==> config.mk <==
export PLATFORM = sky130hd
export DESIGN_NAME = os_cmd_issuer
export DESIGN_NICKNAME = d
export VERILOG_FILES = /design/src/rtl/os_cmd_issuer_pkg.sv /design/src/rtl/os_step_rom.sv /design/src/rtl/os_cmd_issuer.sv
export SDC_FILE = /design/constraint.sdc
export NUM_CORES = 1
export LEC_CHECK = 0
export CELL_PAD_IN_SITES_DETAIL_PLACEMENT = 0
export CELL_PAD_IN_SITES_GLOBAL_PLACEMENT = 1
export CORE_ASPECT_RATIO = 1.75
export CORE_MARGIN = 5
export CORE_UTILIZATION = 32
export DETAILED_ROUTE_END_ITERATION = 16
export PLACE_DENSITY = 0.84
export SYNTH_ARGS = -nofsm -noshare
export SYNTH_HDL_FRONTEND = slang
export SYNTH_HIERARCHICAL = 1
export SYNTH_SLANG_ARGS = --single-unit
==> constraint.sdc <==
create_clock -name clk -period 3 [get_ports clk]
set_input_delay 0.45 -clock clk [delete_from_list [all_inputs] [get_ports clk]]
set_output_delay 0.45 -clock clk [all_outputs]
set_load 0.05 [all_outputs]
==> src/rtl/os_cmd_issuer_pkg.sv <==
// rtl/os_cmd_issuer_pkg.sv - shared usertypes plus issuer state, strobe select and command types
package os_cmd_issuer_pkg;

  typedef enum logic [3:0] {
    No_action = 4'd0,
    Buy       = 4'd1,
    Check     = 4'd2,
    Deposit   = 4'd4,
    Return    = 4'd8
  } Action;

  typedef enum logic [3:0] {
    No_Err    = 4'b0000,
    Wrong_act = 4'b1111
  } Error_Msg;

  typedef enum logic [1:0] {
    No_item = 2'd0,
    Large   = 2'd1,
    Medium  = 2'd2,
    Small   = 2'd3
  } Item_id;

  typedef logic [7:0]  User_id;
  typedef logic [5:0]  Item_num;
  typedef logic [15:0] Money;
  typedef logic [15:0] DATA;

  typedef enum logic [2:0] {S_IDLE, S_SEND, S_GAP, S_WAIT, S_RESP} Issuer_State;

  typedef enum logic [2:0] {
    SEL_NONE, SEL_USER, SEL_SELLER, SEL_ACT, SEL_ITEM, SEL_NUM, SEL_AMNT
  } Strobe_Sel;

  typedef struct packed {
    logic [3:0] act;
    logic       new_user;
    User_id     user;
    Item_id     item;
    Item_num    num;
    User_id     seller;
    logic       has_seller;
    Money       amnt;
  } Os_Cmd;

  function automatic logic act_is_valid(input logic [3:0] a);
    return (a == Buy) || (a == Check) || (a == Deposit) || (a == Return);
  endfunction

endpackage

==> src/rtl/os_step_rom.sv <==
// rtl/os_step_rom.sv - maps (act, new_user, has_seller, step) to the strobe to drive and last-step flag
module os_step_rom
  import os_cmd_issuer_pkg::*;
(
  input  logic [3:0] act,
  input  logic       new_user,
  input  logic       has_seller,
  input  logic [2:0] step,
  output Strobe_Sel  sel,
  output logic       last
);

  logic [2:0] k;

  always_comb begin
    sel  = SEL_NONE;
    last = 1'b0;
    // Skipping the user id strobe shifts every later step down by one slot
    k    = step + {2'b00, ~new_user};
    case (k)
      3'd0: sel = SEL_USER;
      3'd1: begin
        sel  = SEL_ACT;
        last = (act == Check) && !has_seller;
      end
      3'd2: begin
        case (act)
          Buy, Return: sel = SEL_ITEM;
          Deposit: begin sel = SEL_AMNT;   last = 1'b1; end
          Check:   begin sel = SEL_SELLER; last = 1'b1; end
          default: last = 1'b1;
        endcase
      end
      3'd3: begin
        if (act == Buy || act == Return) sel = SEL_NUM;
        else last = 1'b1;
      end
      3'd4: begin
        if (act == Buy || act == Return) sel = SEL_SELLER;
        last = 1'b1;
      end
      default: last = 1'b1;
    endcase
  end

endmodule

==> src/rtl/os_cmd_issuer.sv <==
// rtl/os_cmd_issuer.sv - serializes one command onto the OS DATA bus and returns the OS response
module os_cmd_issuer
  import os_cmd_issuer_pkg::*;
#(
  parameter int GAP     = 1,
  parameter int TIMEOUT = 1200
) (
  input  logic        clk,
  input  logic        rst_n,
  input  logic        cmd_valid,
  output logic        cmd_ready,
  input  logic [3:0]  cmd_act,
  input  logic        cmd_new_user,
  input  logic [7:0]  cmd_user,
  input  logic [1:0]  cmd_item,
  input  logic [5:0]  cmd_num,
  input  logic [7:0]  cmd_seller,
  input  logic        cmd_has_seller,
  input  logic [15:0] cmd_amnt,
  output logic        id_valid,
  output logic        act_valid,
  output logic        item_valid,
  output logic        num_valid,
  output logic        amnt_valid,
  output logic [15:0] D,
  input  logic        out_valid,
  input  logic [3:0]  err_msg,
  input  logic        complete,
  input  logic [31:0] out_info,
  output logic        rsp_valid,
  input  logic        rsp_ready,
  output logic [3:0]  rsp_err,
  output logic        rsp_complete,
  output logic [31:0] rsp_info,
  output logic        rsp_timeout,
  output logic        proto_err
);

  localparam int TW = $clog2(TIMEOUT + 1);

  Issuer_State   state, state_nxt;
  Os_Cmd         cmd;
  logic [2:0]    step, gap_cnt;
  logic [TW-1:0] tmo_cnt;
  Strobe_Sel     rom_sel, sel;
  logic          last, accept, tmo_hit;

  os_step_rom u_rom (
    .act        (cmd.act),
    .new_user   (cmd.new_user),
    .has_seller (cmd.has_seller),
    .step       (step),
    .sel        (rom_sel),
    .last       (last)
  );

  assign cmd_ready = (state == S_IDLE);
  assign rsp_valid = (state == S_RESP);
  assign accept    = cmd_valid && cmd_ready;
  assign tmo_hit   = (tmo_cnt == TW'(TIMEOUT - 1));
  assign sel       = (state == S_SEND) ? rom_sel : SEL_NONE;

  always_comb begin
    state_nxt = state;
    case (state)
      S_IDLE: if (cmd_valid) state_nxt = act_is_valid(cmd_act) ? S_SEND : S_RESP;
      S_SEND: state_nxt = last ? S_WAIT : S_GAP;
      S_GAP:  if (gap_cnt == 3'(GAP - 1)) state_nxt = S_SEND;
      S_WAIT: if (out_valid || tmo_hit) state_nxt = S_RESP;
      S_RESP: if (rsp_ready) state_nxt = S_IDLE;
      default: state_nxt = S_IDLE;
    endcase
  end

  always_ff @(posedge clk or negedge rst_n) begin
    if (!rst_n) state <= S_IDLE;
    else        state <= state_nxt;
  end

  always_ff @(posedge clk or negedge rst_n) begin
    if (!rst_n) begin
      cmd          <= '0;
      step         <= '0;
      gap_cnt      <= '0;
      tmo_cnt      <= '0;
      rsp_err      <= '0;
      rsp_complete <= 1'b0;
      rsp_info     <= '0;
      rsp_timeout  <= 1'b0;
      proto_err    <= 1'b0;
    end else begin
      if (accept) begin
        cmd <= '{act: cmd_act, new_user: cmd_new_user, user: cmd_user,
                 item: Item_id'(cmd_item), num: cmd_num, seller: cmd_seller,
                 has_seller: cmd_has_seller, amnt: cmd_amnt};
        step <= '0;
        if (!act_is_valid(cmd_act)) begin
          rsp_err      <= Wrong_act;
          rsp_complete <= 1'b0;
          rsp_info     <= '0;
          rsp_timeout  <= 1'b0;
        end
      end
      if (state == S_SEND) begin
        gap_cnt <= '0;
        tmo_cnt <= '0;
        if (!last) step <= step + 3'd1;
      end
      if (state == S_GAP) gap_cnt <= gap_cnt + 3'd1;
      // A response arriving on the final counted cycle beats the timeout
      if (state == S_WAIT) begin
        if (out_valid) begin
          rsp_err      <= err_msg;
          rsp_complete <= complete;
          rsp_info     <= out_info;
          rsp_timeout  <= 1'b0;
        end else if (tmo_hit) begin
          rsp_err      <= No_Err;
          rsp_complete <= 1'b0;
          rsp_info     <= '0;
          rsp_timeout  <= 1'b1;
        end else if (tmo_cnt != '1) begin
          tmo_cnt <= tmo_cnt + TW'(1);
        end
      end
      if (out_valid && state != S_WAIT) proto_err <= 1'b1;
    end
  end

  always_comb begin
    id_valid   = (sel == SEL_USER) || (sel == SEL_SELLER);
    act_valid  = (sel == SEL_ACT);
    item_valid = (sel == SEL_ITEM);
    num_valid  = (sel == SEL_NUM);
    amnt_valid = (sel == SEL_AMNT);
    D          = '0;
    case (sel)
      SEL_USER:   D = {8'h00, cmd.user};
      SEL_SELLER: D = {8'h00, cmd.seller};
      SEL_ACT:    D = {12'h000, cmd.act};
      SEL_ITEM:   D = {14'h0000, cmd.item};
      SEL_NUM:    D = {10'h000, cmd.num};
      SEL_AMNT:   D = cmd.amnt;
      default:    D = '0;
    endcase
  end

endmodule
==> key figures, run 1 <==
Outcome
  – Status: complete, but fails checks
  – Failing checks: setup timing

Clocking
  – CTS tree: done
  – Clock-pin slew on the worst setup and hold paths: 70 ps
  – Skew-Pair Late Insertion Delay: 350 ps
  – CTS H-Tree Depth: 3
  – Root Buffer: clkbuf_16
  – Hold Buf Count CTS: 0
  – Max Root-Sink Buffers: 2
  – Cts bufs inserted: 9
  – Sink Count: 105

Timing
  – Slew Limit Fails: 0
  – Least-Margin Pin Slew: 618.6 ps
  – Final setup violation count: 16
  – RSZ-0062 raised after global routing: yes
  – Worst setup margin: -250.4 ps
  – Max_slew headroom: 58.76%
  – Fin crit period: 3250 ps
  – Worst Skew: 7.367 ps
  – Max Fclk: 307.7 MHz
  – Hold Fails Final Rpt: 0
  – Final worst-path cycle share: 108.3%

Global routing
  – GRT Resource Usage Total: 17.18%
  – First-pass GRT wire length: 25400 um
  – Antenna violations before repair: 0
  – Total gr overflow: 0
  – Pin count of the biggest net entering global routing: 55
  – Vias in the first global route: 4782

Power and ir drop
  – Max IR drop VDD: 0.5060 mV
  – LEAKAGE: 0.003332 uW
  – Power Dens Cells: 951.4 mW/mm^2
  – Total Power: 7104 uW

Synth
  – Simple-gate area share of the yosys netlist: 22.64%
  – Largest family of logic cells by synthesized area: simple AND/OR/NAND/NOR gates
  – Seq cells post-synth: 105
  – Yosys top cell area share: 52.41%
  – Synth Area in Adders: 1.497%
  – Synth Flop Type: dfrtp_1
  – Post-Synthesis Cell Area: 0.005014 mm^2
  – Post-synthesis compound-gate area fraction: 16.07%
  – Post-synth EDFFs: 0
  – Syn_area_per_cell: 9.754 um^2
  – Syn Nets: 608
  – Xor and xnor area share after synthesis: 1.048%
  – Count leader, synth: nand2_1
  – Sequential element share of the synthesized area: 52.41%
  – Area leader, netlist: dfrtp_1
  – Synth async-reset ratio: 100.0%
  – Most frequent cells after synthesis: nand2_1 (162), dfrtp_1 (105), a22o_1 (30)
  – Post-synthesis cell count: 514
  – Post-synthesis mux area share: 2.246%
  – Ys Warns: 6
  – Synth area leaders: dfrtp_1 (52%), nand2_1 (12%), a22o_1 (5.2%)
  – Yosys cell types: 64

Place
  – DP HPWL: 11700 um
  – Placed Cells incl. Taps: 838
  – RD Place Congestion: 0.8911
  – IO Port Bufs: 149

Worst setup path
  – Reg2Reg Depth: 6
  – Reg2Reg Setup Slack: 880 ps
  – Req. time, crit path: 2550 ps
  – Crit Path Class: register to primary output
  – Crit path DAT: 2800 ps
  – R2R Path Start: tmo_cnt[0]
  – Startpoint types: register
  – R2r endpoint: rsp_info[0]
  – Max FO, Critical Path: 5
  – Crit. End Element: primary output

Layout
  – Area of the multi-input gates: 0.002322 mm^2
  – Filler cells: 1397
  – Layout area overhead: 48.94%
  – Final net count: 761
  – Antenna cell count: 0
  – Register Area: 0.002630 mm^2
  – Non-Filler Instances: 857
  – Fraction of layout instances using a drive strength above 1: 15.80%

Die
  – # IOs: 150
  – Die Y: 175.6 um
  – Die area: 0.01837 mm^2
  – Cell Rows: 60
  – Starting Density: 32.58%
  – Die width: 104.6 um
  – Area of the core: 0.01539 mm^2

Drt
  – Final wirelength: 15800 um
  – DRC: 0
  – Initial DRC Count: 192
  – Average wire per standard cell: 18.43 um
  – Vias: 4393
  – Post-DRT Antenna Nets: 0
  – Post-DR vias/cell: 5.126
  – Drt first pass iters: 4

Min path
  – Worst Hold Class: input port to asynchronous set/reset pin

Run
  – Max-cap check violation count: 0
## final cells by class
class                           instances  share of cell area (%)
Timing Repair Buffer                  173                   25.60
Sequential cell                       105                   35.22
Inverter                               10                  0.5027
Multi-Input combinational cell        368                   31.10
Clock inverter                          5                   1.391
Clock buffer                           10                   3.066
Tap cell                              186                   3.117
## sequential cells by signal (all words and copies together) (netlist names)
register	count
rsp_err	4
tmo_cnt	11
step	3
rsp_timeout	1
gap_cnt	3
rsp_info	32
state	3
rsp_complete	1
proto_err	1
cmd	46
## stage by stage
step           TNS [ps]  area [um^2]  hold WS (ps)  setup WS, ps  utilization [%]
4_1_cts           -2795         7422         129.2        -240.1            48.23
2_1_floorplan         0         5079         154.4         22.11                -
6_report          -2133         7467         101.9        -250.4            48.52
3_5_place_dp     -192.6         7003         458.5        -63.29            45.50
3_3_place_gp          0         7003         457.9         81.31            45.50
5_1_grt           -3588         7467         142.7        -330.3            48.52
## how the worst max path moves through the flow
stage / endpoint / slack, ps / startpoint
after floorplan: D[0] / 20 / step[0]
after global placement: D[2] / 80 / step[0]
after detailed placement: D[2] / -60 / cmd[41]
after CTS: D[2] / -240 / step[0]
after global routing: D[2] / -330 / cmd[41]
final: D[2] / -250 / step[0]
## layer usage
layer | vias to the layer above | GRT usage [%] | wire [um]
met5 | - | 0 | 0
met4 | 0 | 5.120 | 326
met3 | 24 | 3.310 | 581
met2 | 98 | 32.94 | 9132
met1 | 2177 | 18.82 | 5757
li1 | 2094 | - | -
## where the power goes
group / total (uW) / leakage, uW / switching [uW] / internal, uW
registers: 2360 / 0.00135 / 438 / 1920
clock network: 1340 / 0.000163 / 527 / 814
logic: 3400 / 0.00181 / 2020 / 1380
## cells in the final DEF, fill, tap and decap left out, types with 10 or more instances in the layout
cell,Yosys,layout
nand2_1,162,162
buf_12,0,21
dfrtp_1,105,103
o21ai_0,12,12
clkbuf_16,0,10
a22o_1,30,30
a21oi_1,16,16
buf_4,2,21
clkdlybuf4s50_1,0,127
## kinds of logic after synthesis
| group | count (synthesis) |
|---|---|
| AND/OR/NAND/NOR | 244 |
| buffers and inverters | 41 |
| AO/OA/AOI/OAI | 101 |
| multiplexers | 11 |
| flip-flops | 105 |
| adder cells (fa/ha/maj) | 6 |
| XOR/XNOR | 6 |
## repair_timing
action / 4_1_cts / 5_1_grt
pin swaps: 8 / 4
resized for setup: 11 / 13
buffers inserted: 3 / 1
setup endpoints to repair: 18 / 18
endpoints found under the hold margin: 0 / 0
## worst max-delay path: stages (launching register included)
cell	delay [ps]
dfrtp_1	420
ha_4	180
ha_4	180
xor2_4	200
nor4b_2	310
buf_4	190
buf_6	100
mux2i_1	170
o22ai_1	80
nor2b_1	130
a221o_1	320
buf_12	170
Note: power is estimated with default switching activity, not from simulation.
==> run 2: changes to the inputs <==
--- a/config.mk
+++ b/config.mk
@@ -5,10 +5,10 @@
 export SDC_FILE = /design/constraint.sdc
 export NUM_CORES = 1
 export LEC_CHECK = 0
+export ABC_CLOCK_PERIOD_IN_PS = 3000
 export CELL_PAD_IN_SITES_DETAIL_PLACEMENT = 0
 export CELL_PAD_IN_SITES_GLOBAL_PLACEMENT = 1
 export CORE_ASPECT_RATIO = 1.75
-export CORE_MARGIN = 5
 export CORE_UTILIZATION = 32
 export DETAILED_ROUTE_END_ITERATION = 16
 export PLACE_DENSITY = 0.84
==> key figures, run 2 (same netlist as run 1, synthesis figures left out) <==
Min path
  – Worst Hold Class: input port to asynchronous set/reset pin

Power and ir drop
  – Total Power: 7417 uW
  – Power Dens Cells: 963.3 mW/mm^2
  – Max IR drop VDD: 0.8291 mV
  – LEAKAGE: 0.003408 uW

Place
  – DP HPWL: 11050 um
  – IO Port Bufs: 149
  – RD Place Congestion: 0.8963
  – Place WS: -16.08 ps
  – Area after DPL: 0.007000 mm^2

Global routing
  – First-pass GRT wire length: 25410 um
  – Vias in the first global route: 4901
  – Antenna violations before repair: 0
  – GRT Resource Usage Total: 19.82%
  – Pin count of the biggest net entering global routing: 68
  – Total gr overflow: 0

Worst setup path
  – Crit Path Class: register to primary output
  – R2R Path Start: step[0]
  – Startpoint types: register
  – Max stage delay on crit path: 420 ps
  – CP Cell Sequence: ha_4 > ha_4 > xor2_4 > nor4b_2 > buf_4 > buf_4 > buf_6 > nand2b_4 > nor2_4 > a21oi_2 > o211ai_1 > clkbuf_16
  – Crit. End Element: primary output
  – CP startpoint: step[0]
  – Req. time, crit path: 2550 ps
  – Max stage delay cell, worst path: dfrtp_1
  – Crit path DAT: 2730 ps
  – Max FO, Critical Path: 6

Drt
  – DRC: 0
  – Final wirelength: 15980 um
  – Drt first pass iters: 4
  – Average wire per standard cell: 18.41 um
  – Post-DR vias/cell: 5.220
  – Vias: 4531
  – Initial DRC Count: 346
  – Post-DRT Antenna Nets: 0

Die
  – Die area: 0.01619 mm^2
  – Die width: 96.62 um
  – Cell Rows: 60
  – Die Y: 167.6 um
  – Starting Density: 32.74%
  – Area of the core: 0.01531 mm^2
  – # IOs: 150

Timing
  – Hold Fails Final Rpt: 0
  – Final worst-path cycle share: 106.0%
  – Slew Limit Fails: 0
  – Worst setup margin: -180.7 ps
  – Max Fclk: 314.4 MHz
  – Least-Margin Pin Slew: 577.2 ps
  – Fin crit period: 3181 ps
  – Final setup violation count: 18
  – Worst Skew: 18.95 ps
  – Max_slew headroom: 61.40%
  – RSZ-0062 raised after global routing: yes

Clocking
  – CTS H-Tree Depth: 3
  – Skew-Pair Late Insertion Delay: 360 ps
  – CTS tree: done
  – Max Root-Sink Buffers: 2
  – Sink Count: 105
  – Cts bufs inserted: 9
  – Clock-pin slew on the worst setup and hold paths: 90 ps
  – Root Buffer: clkbuf_16

Layout
  – Filler cells: 1410
  – Layout area overhead: 53.58%
  – Final net count: 771
  – Antenna cell count: 0
  – Max reg flops: 46
  – Top flop regs: cmd (46), rsp_info (32), tmo_cnt (11)
  – Top reg by flops: cmd
  – Commonest non-fill, non-tap cell in the layout: nand2_1
  – Fin area: 0.007700 mm^2
  – Fraction of layout instances using a drive strength above 1: 18.91%
  – Most frequent cells in the layout: nand2_1 (162), clkdlybuf4s50_1 (127), dfrtp_1 (104)

Outcome
  – Failing checks: setup timing
  – Status: complete, but fails checks

Run
  – Max-cap check violation count: 0
==> run 2: repair_timing <==
item,4_1_cts,5_1_grt
gates cloned,1,1
setup endpoints to repair,20,20
buffers inserted,10,5
hold endpoints to repair,0,0
hold buffers,0,0
gates resized for setup,35,22
pin swaps,21,12
==> run 2: metal layers <==
| layer | up-vias | wire length [um] | track usage (%) |
|---|---|---|---|
| li1 | 2129 | - | - |
| met1 | 2255 | 6000 | 21.42 |
| met2 | 114 | 8834 | 35.82 |
| met3 | 33 | 556 | 4.174 |
| met4 | 0 | 591 | 10.51 |
| met5 | - | 0 | 0 |
==> run 2: worst max-delay path: cells and delay by family, from the launching register on <==
family / cells / cell delay [ps]
compound gates: 2 / 330
xor+xnor: 1 / 170
fa+ha+maj: 2 / 360
buf+inv: 4 / 660
flops: 1 / 420
simple gates: 3 / 430
==> run 2: power breakdown <==
part	internal [uW]	leakage, uW	total [uW]	switching [uW]
Clock	595	0.000142	1220	624
Sequential	1920	0.00136	2340	421
Combinational	1630	0.00191	3860	2230
==> run 2: final timing paths <==
| kind | cells after the start | end | slack (ps) |
|---|---|---|---|
| hold / removal | 1 | rsp_info[18] | 50 |
| min in group clk | 2 | cmd[22] | 490 |
| hold reg to reg | 2 | cmd[22] | 490 |
| setup / recovery | 12 | D[1] | -180 |
| setup reg to reg | 8 | step[1] | 780 |
| max in group asynchronous | 2 | cmd[42] | 2170 |
==> run 2: final cells by class <==
type | instances | area, um^2 | share of cell area [%]
flip-flops and latches | 105 | 2629 | 34.14
multi-input cells | 368 | 2446 | 31.77
repair buffers | 183 | 2046 | 26.57
well taps | 186 | 232.7 | 3.022
clock buffers | 9 | 225.2 | 2.925
clock inverters | 7 | 83.83 | 1.089
inverters | 10 | 37.54 | 0.4875
==> run 2: through the flow <==
step | instances | setup TNS, ps | util (%) | hold WS [ps]
finish | 868 | -1744 | 50.28 | 49.65
global route | 868 | -3440 | 50.28 | 99.39
CTS | 862 | -1008 | 49.41 | 63.50
detailed placement | 836 | -41.08 | 45.71 | 455.6
global placement | 836 | 0 | 45.71 | 452.9
floorplan | 514 | 0 | - | 154.4
